File: src/rtl/mem_access_stage.sv
// mem_access_stage: memory-access pipeline stage between EX/MEM and MEM/WB.
// Issues loads/stores to a variable-latency data memory over a registered
// req/ack handshake, stalls upstream while an access is in flight, and hands
// load data plus writeback control to the MEM/WB register.
// Optional feature: define MEM_TIMEOUT_EN to add an access watchdog that
// abandons an unacknowledged request after TIMEOUT_CYCLES REQ cycles and
// pulses mem_err.
module mem_access_stage #(
    parameter int DATAPATH_WIDTH     = 64,
    parameter int REGFILE_ADDR_WIDTH = 5,
    parameter int MEM_ADDR_WIDTH     = 10,
    parameter int TIMEOUT_CYCLES     = 256
) (
    input  logic                          clk,
    input  logic                          reset,
    input  logic                          in_valid,
    input  logic [DATAPATH_WIDTH-1:0]     accum_in,
    input  logic [DATAPATH_WIDTH-1:0]     store_data_in,
    input  logic                          mem_rd_in,
    input  logic                          mem_wr_in,
    input  logic [REGFILE_ADDR_WIDTH-1:0] WR_addr_in,
    input  logic                          WR_en_in,
    input  logic                          mem_reg_sel_in,
    output logic                          stall_out,
    output logic                          dmem_req,
    output logic                          dmem_we,
    output logic [MEM_ADDR_WIDTH-1:0]     dmem_addr,
    output logic [DATAPATH_WIDTH-1:0]     dmem_wdata,
    input  logic                          dmem_ack,
    input  logic [DATAPATH_WIDTH-1:0]     dmem_rdata,
    output logic [DATAPATH_WIDTH-1:0]     mem_data_out,
    output logic [DATAPATH_WIDTH-1:0]     accum_out,
    output logic [REGFILE_ADDR_WIDTH-1:0] WR_addr_out,
    output logic                          WR_en_out,
    output logic                          mem_reg_sel_out,
    output logic                          mem_err
);

    localparam logic [1:0] IDLE = 2'd0;
    localparam logic [1:0] REQ  = 2'd1;
    localparam logic [1:0] DONE = 2'd2;

    logic [1:0]                state;
    logic [DATAPATH_WIDTH-1:0] rdata_q;
    logic                      memop;
    logic                      timeout_hit;
    logic                      err_q;

    assign memop = in_valid & (mem_rd_in | mem_wr_in);

`ifdef MEM_TIMEOUT_EN
    localparam int CNT_W = $clog2(TIMEOUT_CYCLES + 1);

    logic [CNT_W-1:0] wd_cnt;

    // Fires on the last permitted REQ cycle; an ack in that same cycle wins.
    assign timeout_hit = (state == REQ) && !dmem_ack &&
                         (wd_cnt == CNT_W'(TIMEOUT_CYCLES - 1));

    // Watchdog: cleared while idle (so it starts at zero on REQ entry),
    // counts REQ cycles; err_q marks the DONE cycle that follows a timeout.
    always_ff @(posedge clk or negedge reset) begin
        if (!reset) begin
            wd_cnt <= '0;
            err_q  <= 1'b0;
        end else begin
            err_q <= timeout_hit;
            if (state == REQ)
                wd_cnt <= wd_cnt + 1'b1;
            else
                wd_cnt <= '0;
        end
    end
`else
    localparam int timeout_unused = TIMEOUT_CYCLES;

    assign timeout_hit = 1'b0;
    assign err_q       = 1'b0;
`endif

    assign mem_err = err_q;

    // Access FSM plus the registered memory-request outputs and load capture.
    always_ff @(posedge clk or negedge reset) begin
        if (!reset) begin
            state      <= IDLE;
            dmem_req   <= 1'b0;
            dmem_we    <= 1'b0;
            dmem_addr  <= '0;
            dmem_wdata <= '0;
            rdata_q    <= '0;
        end else begin
            case (state)
                IDLE: begin
                    if (memop) begin
                        dmem_req   <= 1'b1;
                        dmem_we    <= mem_wr_in;
                        dmem_addr  <= accum_in[MEM_ADDR_WIDTH-1:0];
                        dmem_wdata <= store_data_in;
                        state      <= REQ;
                    end
                end
                REQ: begin
                    if (dmem_ack) begin
                        dmem_req <= 1'b0;
                        // dmem_we is the registered op type: only loads capture.
                        if (!dmem_we)
                            rdata_q <= dmem_rdata;
                        state <= DONE;
                    end else if (timeout_hit) begin
                        dmem_req <= 1'b0;
                        rdata_q  <= '1;
                        state    <= DONE;
                    end
                end
                DONE: begin
                    state <= IDLE;
                end
                default: begin
                    state <= IDLE;
                end
            endcase
        end
    end

    // Stall and gated writeback enable; both forced low while reset is held.
    always_comb begin
        stall_out = 1'b0;
        WR_en_out = 1'b0;
        case (state)
            IDLE: begin
                stall_out = memop;
                WR_en_out = in_valid & ~memop & WR_en_in;
            end
            REQ: begin
                stall_out = 1'b1;
            end
            DONE: begin
                WR_en_out = WR_en_in & ~err_q;
            end
            default: begin
                stall_out = 1'b0;
                WR_en_out = 1'b0;
            end
        endcase
        if (!reset) begin
            stall_out = 1'b0;
            WR_en_out = 1'b0;
        end
    end

    assign mem_data_out    = rdata_q;
    assign accum_out       = accum_in;
    assign WR_addr_out     = WR_addr_in;
    assign mem_reg_sel_out = mem_reg_sel_in;

endmodule

File: config.mk
export PLATFORM = sky130hd
export DESIGN_NAME = mem_access_stage
export DESIGN_NICKNAME = d
export VERILOG_FILES = /design/src/rtl/mem_access_stage.sv
export SDC_FILE = /design/constraint.sdc
export NUM_CORES = 1
export LEC_CHECK = 0
export ABC_CLOCK_PERIOD_IN_PS = 1900
export CAP_MARGIN = 20
export CORE_AREA = 3 3 161 163
export CTS_CLUSTER_SIZE = 10
export DETAILED_ROUTE_END_ITERATION = 8
export DIE_AREA = 0 0 164 166
export GPL_ROUTABILITY_DRIVEN = 0
export PLACE_DENSITY = 0.7
export SYNTH_ARGS = -nofsm -noshare
export SYNTH_HDL_FRONTEND = slang
export SYNTH_SLANG_ARGS = --single-unit
File: constraint.sdc
create_clock -name clk -period 1.9 [get_ports clk]
set_clock_uncertainty 0.1 [all_clocks]
set_input_delay 0.475 -clock clk [delete_from_list [all_inputs] [get_ports clk]]
set_output_delay 0.475 -clock clk [all_outputs]
set_load 0.005 [all_outputs]
== Word level (Yosys, flattened, before mapping) ==
Cells that the tools add are included.
W data, S select, Z words.

* Equality and inequality tests: 4
* Muxes and demuxes: 10
* Bitwise operators: 6
* Reductions and logical operators: 6

{| class="wikitable"
|+ Operators by type and width
! kind !! count
|-
| $pmux W1 S2 || 3
|-
| $reduce_and A3 Y1 || 2
|-
| $mux W1 || 4
|-
| $mux W2 || 2
|-
| $ne A2 B2 Y1 const B || 2
|-
| $pmux W2 S2 || 1
|-
| $reduce_and A2 Y1 || 2
|-
| $and A1 B1 Y1 || 3
|-
| $eq A2 B1 Y1 const B || 1
|-
| $eq A2 B2 Y1 const B || 1
|-
| $logic_not A2 Y1 || 1
|-
| $not A1 Y1 || 2
|-
| $reduce_bool A2 Y1 || 1
|-
| $or A1 B1 Y1 || 1
|}

* Bits in registers: 142
* Bits of input ports: 205
* Output and inout bits: 213
* Word-level logic and storage cells: 32

== Depth between registers and ports, before layout ==
Gate-level depths: netlist of run 1.

* Depth in word-level cells: 7
* Mapped depth: 5
* Gate-level depth less buffers: 3

== Worst setup path after synthesis of run 1 ==
Ideal clock, no wire load.

* Kind: input port to flip-flop
* Start: in mem_wr_in
* End: reg dmem_wdata[21]
* Setup time: 0.125 ns
* Arrival time: 1.380 ns
* Data required time: 1.675 ns
* Slack: 0.295 ns
* Stages: 5
* Buffers on the path: 2
* Cell sequence: o21a_1 -> nand2_1 -> buf_6 -> buf_6 -> mux2_4

* Longest elaborated chain between the ends: 3

{| class="wikitable"
|+ RTL lines
! element !! line !! text
|-
| from (decl) || 20 || <nowiki>input logic mem_wr_in,</nowiki>
|-
| $or A1 B1 Y1 || 49 || <nowiki>assign memop = in_valid & (mem_rd_in | mem_wr_in);</nowiki>
|-
| $and A1 B1 Y1 || 49 ||
|-
| $reduce_and A2 Y1 (no line) || - ||
|-
| to (signal assigned) || 99 || <nowiki>dmem_wdata <= store_data_in;</nowiki>
|-
| to (decl) || 28 || <nowiki>output logic [DATAPATH_WIDTH-1:0] dmem_wdata,</nowiki>
|}

Every way passes these cells.
A chain may end at the register's enable or synchronous reset.

== Worst setup path in the final report of run 1 ==
* Start: in WR_en_in
* End: out WR_en_out

* Longest elaborated chain between the ends: 3

{| class="wikitable"
|+ RTL lines
! element !! line !! text
|-
| from (decl) || 22 || <nowiki>input logic WR_en_in,</nowiki>
|-
| $and A1 B1 Y1 || 133 || <nowiki>WR_en_out = in_valid & ~memop & WR_en_in;</nowiki>
|-
| $pmux W1 S2 (*) || 130 || <nowiki>case (state)</nowiki>
|-
| $mux W1 (*) || 146 || <nowiki>if (!reset) begin</nowiki>
|-
| to (decl) || 34 || <nowiki>output logic WR_en_out,</nowiki>
|}

Every way passes the cells marked *; elsewhere a longest branch is shown, timed or not.

==> results.py, run 1 <==
metrics = {
    "yosys": {
        "synthTopCellsByArea": "dfrtp_1 (59%), mux2_2 (19%), buf_4 (8.9%), mux2_4 (7.0%), mux2_1 (2.2%)",
        "yosysTopAreaCellShare_pct": 59.04,
        "yosysSeqAreaShare_pct": 59.04,
        "ys_async_sr_fraction_pct": 100.0,
        "yosys_warnings": 0,
        "synth_nets": 588,
        "syn_area_um2": 6018,
        "synth_edf_count": 0,
        "syn_inst": 383,
        "synth_flop_cell": "dfrtp_1",
        "synth.largest_area_cell": "dfrtp_1",
        "ys_ff_latch": 142,
        "synth_cell_types": 20,
        "syn_area_per_cell_um2": 15.71,
    },
    "cells_and_area": {
        "fin_util_pct": 39.62,
        "antenna_cells": 0,
        "drive_gt1_share_pct": 29.77,
        "fillerInstances": 2291,
        "nets": 847,
        "syn_to_final_growth_pct": 61.06,
    },
    "worst_setup_path": {
        "worst-path-buf-inv": 2,
        "required_ps": 1320,
        "slowest_stage": "clkdlybuf4s50_1",
        "r2r_start": "state[1]",
        "start_kind": "input port",
        "r2r_cells": 4,
        "critical_path.top_delay_family": "buffers and inverters",
        "regToRegSetupSlack_ps": 250,
        "crit_path_max_incr_delay_ps": 460,
        "path_class": "in2out",
        "critPathArrivalTime_ps": 1290,
        "critPathMaxFanout": 1,
        "r2r-end": "mem_data_out[49]",
        "endpoint_kind": "output port",
        "crit_chain": "clkdlybuf4s50_1 -> nand2_1 -> nor3_1 -> buf_2",
    },
    "power": {
        "vdd_drop_max_uv": 514.5,
        "power_leakage_nw": 4.725,
        "power.density_nw_per_um2": 1337,
    },
    "grt": {
        "grt_pass1_vias": 4081,
        "use_met3_pct": 4.989,
        "grt_start_max_net_pins": 69,
        "top_usage_layer": "met2",
        "grt_pass1_wl_um": 23200,
        "grt_usage_pct": 11.13,
        "use_met1_pct": 12.58,
        "antenna_found_initial": 0,
        "grt_util_met2_pct": 17.69,
        "grt-ovfl-total": 0,
    },
    "min_path": {
        "hold_end": "dmem_we",
        "hold_depth": 2,
        "hold_path_class": "in2reg",
        "hp-start": "mem_wr_in",
    },
    "clock_tree": {
        "clk_latency_ps": 420,
        "numCtsBuffers": 17,
        "clock_sinks": 142,
        "cts_tree": "done",
        "clk_pin_slew_worst_paths_ps": 60,
        "htreeDepth": 4,
        "cts_root_buf": "clkbuf_16",
        "clk_path_buf_depth": 2,
    },
    "drt": {
        "via_per_inst": 4.003,
        "first_pass_iters": 3,
        "ant_nets": 0,
        "drt_iter0_markers": 114,
        "routed_wl_um": 15630,
        "vias": 3919,
        "wire_per_inst_um": 15.96,
        "drc": 0,
    },
    "floorplan": {
        "io_pins": 418,
        "rows": 57,
        "die_h_um": 166,
        "fp.dieArea_um2": 27220,
        "fp.coreArea_um2": 24460,
        "initial_utilization_pct": 24.60,
        "die-width_um": 164,
    },
    "timing": {
        "tns_ps": 0,
        "final_hold_viol_count": 0,
        "tightestPinTransition_ps": 611.8,
        "finalSetupViolations": 0,
        "period_share_pct": 98.03,
        "clock.fmax_mhz": 536.9,
        "fin_crit_ps": 1862,
        "max_slew_margin_pct": 59.21,
        "slew_viol_final": 0,
        "hold_slack_ps": 286.7,
    },
    "job": {
        "maxCapViolations": 0,
    },
    "placement": {
        "io_buffers": 296,
        "dp_hpwl_um": 11790,
    },
    "outcome": {
        "outcome": "finished clean",
    },
}
[cells by family after synthesis]
group	count (synthesis)	share of synthesized area (%)
AOI/OAI and AO/OA	3	0.2909
buffers and inverters	86	11.43
DFF	142	59.04
muxes	139	27.75
other	1	0.06231
and+or+nand+nor	12	1.414
[per-layer routing]
layer	part of all wire, %	up-vias
met4	3.3	0
met2	47	214
met3	11	44
met1	38	1900
li1	-	1761
met5	0	-
[area by class of cell]
cell class,count,area (µm²),share of cell area [%]
repair buffers,325,3366,34.72
inverters,1,3.754,0.03872
flip-flops and latches,142,3555,36.67
clock buffers,18,429.2,4.428
multi-input cells,155,1789,18.46
well taps,324,405.4,4.182
clock inverters,14,145.1,1.497
[worst max path at each step]
stage | cells past startpoint | endpoint | slack [ps] | from
finish | 4 | WR_en_out | 40 | WR_en_in
global route | 1 | dmem_wdata[5] | -20 | dmem_wdata[5]
detailed placement | 5 | stall_out | -710 | mem_wr_in
floorplan | 5 | dmem_wdata[21] | 290 | mem_wr_in
CTS | 1 | mem_data_out[24] | 0.6 | mem_data_out[24]
global placement | 5 | stall_out | -730 | mem_wr_in
[layout by cell type (no fill, tap or decap), types with 2 or more instances in the layout]
master           instances
buf_2                    2
mux2_4                  28
buf_4                   22
nand2_1                  3
buf_6                    3
dfrtp_1                141
clkdlybuf4s50_1        202
nor2_1                   3
dlymetal6s2s_1          67
mux2_1                  12
buf_12                   4
inv_8                    2
inv_6                    7
clkbuf_16               17
clkinvlp_4               3
dlygate4sd2_1           23
mux2_2                  99
[metrics by stage]
step | setup WS, ps | instances | total power [mW] | area, µm²
after global placement | -729.1 | 942 | 9.949 | 8941
final | 37.52 | 979 | 12.96 | 9693
after global routing | -19.71 | 979 | 13.78 | 9693
after CTS | 0.5804 | 976 | 13.38 | 9500
after detailed placement | -714.8 | 942 | 10.04 | 8941
after floorplan | 294.7 | 383 | 6.742 | 6018
[timing repair]
| item | in CTS | in global routing |
|---|---|---|
| pin swaps | 3 | 0 |
| endpoints found under the hold margin | 14 | 0 |
| buffers inserted | 1 | 3 |
| hold buffers | 1 | 0 |
| setup endpoints to repair | 24 | 145 |
| resized for setup | 35 | 70 |
[synthesized netlist by cell type, types with 3 or more instances]
library cell,n
buf_2,4
buf_4,71
buf_8,5
nor2_1,3
dfrtp_1,142
mux2_2,99
mux2_1,12
mux2_4,28
nand2_1,4
buf_6,5
[sequential cells by signal, summed over array words and instances (netlist names)]
| register | cells |
|---|---|
| dmem_wdata | 64 |
| mem_data_out | 64 |
| state | 2 |
| dmem_addr | 10 |
| dmem_we | 1 |
| dmem_req | 1 |
[report_power, final]
group	switching [mW]	internal [mW]	total, mW
registers	0.600	4.30	4.90
clock network	1.44	1.85	3.30
logic	1.39	3.37	4.76
total	3.44	9.52	13.0
Power figures use the tool's default switching activity.
==> run 2, diff against run 1 <==
--- a/config.mk
+++ b/config.mk
@@ -7,10 +7,10 @@
 export LEC_CHECK = 0
 export ABC_CLOCK_PERIOD_IN_PS = 1900
 export CAP_MARGIN = 20
-export CORE_AREA = 3 3 161 163
+export CORE_AREA = 2 2 160 162
 export CTS_CLUSTER_SIZE = 10
 export DETAILED_ROUTE_END_ITERATION = 8
-export DIE_AREA = 0 0 164 166
+export DIE_AREA = 0 0 162 164
 export GPL_ROUTABILITY_DRIVEN = 0
 export PLACE_DENSITY = 0.7
 export SYNTH_ARGS = -nofsm -noshare
==> run 2 against run 1 <==
  * Cell count up 0.82%
  * Design area decreased by 0.13%
  * Worst hold slack got worse by 220 ps
  * Via count decreased by 0.82%
  * Sequential power hardly changed
  * Die area fell by 2.4%
  * Fmax increased by 0.92%
  * Register-to-register slack barely moved
  * Utilization decreased by 0.62 points
  * Combinational power about the same
  * Sequential share of layout area barely moved
==> results.py, run 2 (synthesized netlist as in run 1, its figures left out) <==
metrics = {
    "outcome": {
        "outcome": "finished clean",
    },
    "power": {
        "power_leakage_nw": 4.676,
        "power.density_nw_per_um2": 1321,
        "vdd_drop_max_uv": 487.8,
        "power.total_mw": 12.79,
    },
    "grt": {
        "grt_usage_pct": 11.70,
        "antenna_found_initial": 0,
        "grt_pass1_wl_um": 23500,
        "grt_start_max_net_pins": 80,
        "grt-ovfl-total": 0,
        "grt_pass1_vias": 4129,
    },
    "floorplan": {
        "fp.dieArea_um2": 26570,
        "rows": 58,
        "fp.coreArea_um2": 24820,
        "die_h_um": 164,
        "io_pins": 418,
        "initial_utilization_pct": 24.25,
        "die-width_um": 162,
    },
    "clock_tree": {
        "cts_tree": "done",
        "cts_root_buf": "clkbuf_16",
        "clk_latency_ps": 410,
        "clk_pin_slew_worst_paths_ps": 70,
        "clk_path_buf_depth": 2,
        "numCtsBuffers": 17,
        "htreeDepth": 4,
        "clock_sinks": 142,
    },
    "cells_and_area": {
        "nets": 849,
        "drive_gt1_share_pct": 29.68,
        "final_common_cell": "clkdlybuf4s50_1",
        "ff_latch_area_um2": 3555,
        "multiInputGateArea_um2": 1784,
        "antenna_cells": 0,
        "fillerInstances": 2333,
        "stdcell_count": 987,
        "final_cell_mix": "clkdlybuf4s50_1 (204), dfrtp_1 (141), mux2_2 (99), dlymetal6s2s_1 (63), mux2_4 (28)",
        "syn_to_final_growth_pct": 60.85,
    },
    "timing": {
        "clock.fmax_mhz": 541.8,
        "max_slew_margin_pct": 52.67,
        "slew_viol_final": 0,
        "fin_crit_ps": 1846,
        "final_hold_viol_count": 0,
        "finalSetupViolations": 0,
        "period_share_pct": 97.13,
        "tightestPinTransition_ps": 710.0,
        "tns_ps": 0,
        "rsz0062_at_grt": "false",
        "hold_slack_ps": 66.83,
    },
    "min_path": {
        "hold_path_class": "in2async",
    },
    "placement": {
        "io_buffers": 296,
        "placed_cells": 947,
        "dp_hpwl_um": 11670,
    },
    "drt": {
        "drt_iter0_markers": 98,
        "drc": 0,
        "wire_per_inst_um": 15.81,
        "ant_nets": 0,
        "vias": 3887,
        "first_pass_iters": 4,
        "via_per_inst": 3.938,
        "routed_wl_um": 15600,
    },
    "worst_setup_path": {
        "path_class": "in2out",
        "required_ps": 1320,
        "r2r_cells": 5,
        "start_kind": "input port",
        "critPathArrivalTime_ps": 1270,
        "endpoint_kind": "output port",
        "critPathMaxFanout": 3,
    },
    "job": {
        "maxCapViolations": 0,
    },
}
run 2: cell types whose count changed in the layout (fill, tap and decap cells not counted), moves of 2 or more:
cell	previous run	this run
clkinv_4	1	3
dlymetal6s2s_1	67	63
inv_8	2	0
inv_6	7	5
buf_6	3	1
dlygate4sd2_1	23	26
buf_4	22	25
clkdlybuf4s50_1	202	204
run 2: repair_timing:
| item | 4_1_cts | 5_1_grt |
|---|---|---|
| endpoints found under the hold margin | 9 | 0 |
| resized for setup | 35 | 63 |
| pin swaps | 1 | 2 |
| endpoints found under the setup margin | 26 | 63 |
| hold buffers | 1 | 0 |
| buffers inserted | 2 | 5 |
run 2: power breakdown:
part	switching [mW]	internal, mW	total [mW]
registers	0.603	4.30	4.90
logic	1.38	3.38	4.76
clock network	1.39	1.73	3.12
total	3.37	9.42	12.8
run 2: cell type report:
type	instances	area share, %
clock buffer	19	4.575
clock inverter	13	1.086
inverter	1	0.03877
multi-input combinational	155	18.43
sequential	142	36.72
tap	330	4.265
timing repair buffer	327	34.88
run 2: path summary, 6_finish.rpt:
path | start | end | slack [ps]
worst min-delay path | reset | dmem_wdata[14] | 70
worst max-delay path | mem_wr_in | stall_out | 50
worst min register to register | dmem_req | dmem_req | 370
worst max register to register | state[0] | mem_data_out[58] | 240
max in group asynchronous | reset | dmem_we | 970
min in group clk | dmem_req | dmem_req | 370
run 2: layer usage:
layer	GRT usage, %	vias to the layer above	part of all wire [%]
li1	-	1758	-
met1	12.89	1873	38
met4	5.833	0	3.7
met5	0	-	0
met2	19.15	219	48
met3	5.328	37	10
run 2: critical path, stage by stage:
cell,delay (ps)
dlygate4sd2_1,290
o21a_1,150
nor2_1,40
nor3b_1,170
buf_2,140
run 2: metrics by stage:
| stage | utilization (%) | setup slack [ps] | instance area, µm² |
|---|---|---|---|
| after detailed placement | 36.08 | -625.1 | 8954 |
| final | 39.00 | 54.47 | 9681 |
| after floorplan | - | 294.7 | 6018 |
| after global routing | 39.00 | 0.05029 | 9681 |
| after CTS | 38.22 | -110.1 | 9485 |
| after global placement | 36.08 | -620.3 | 8954 |
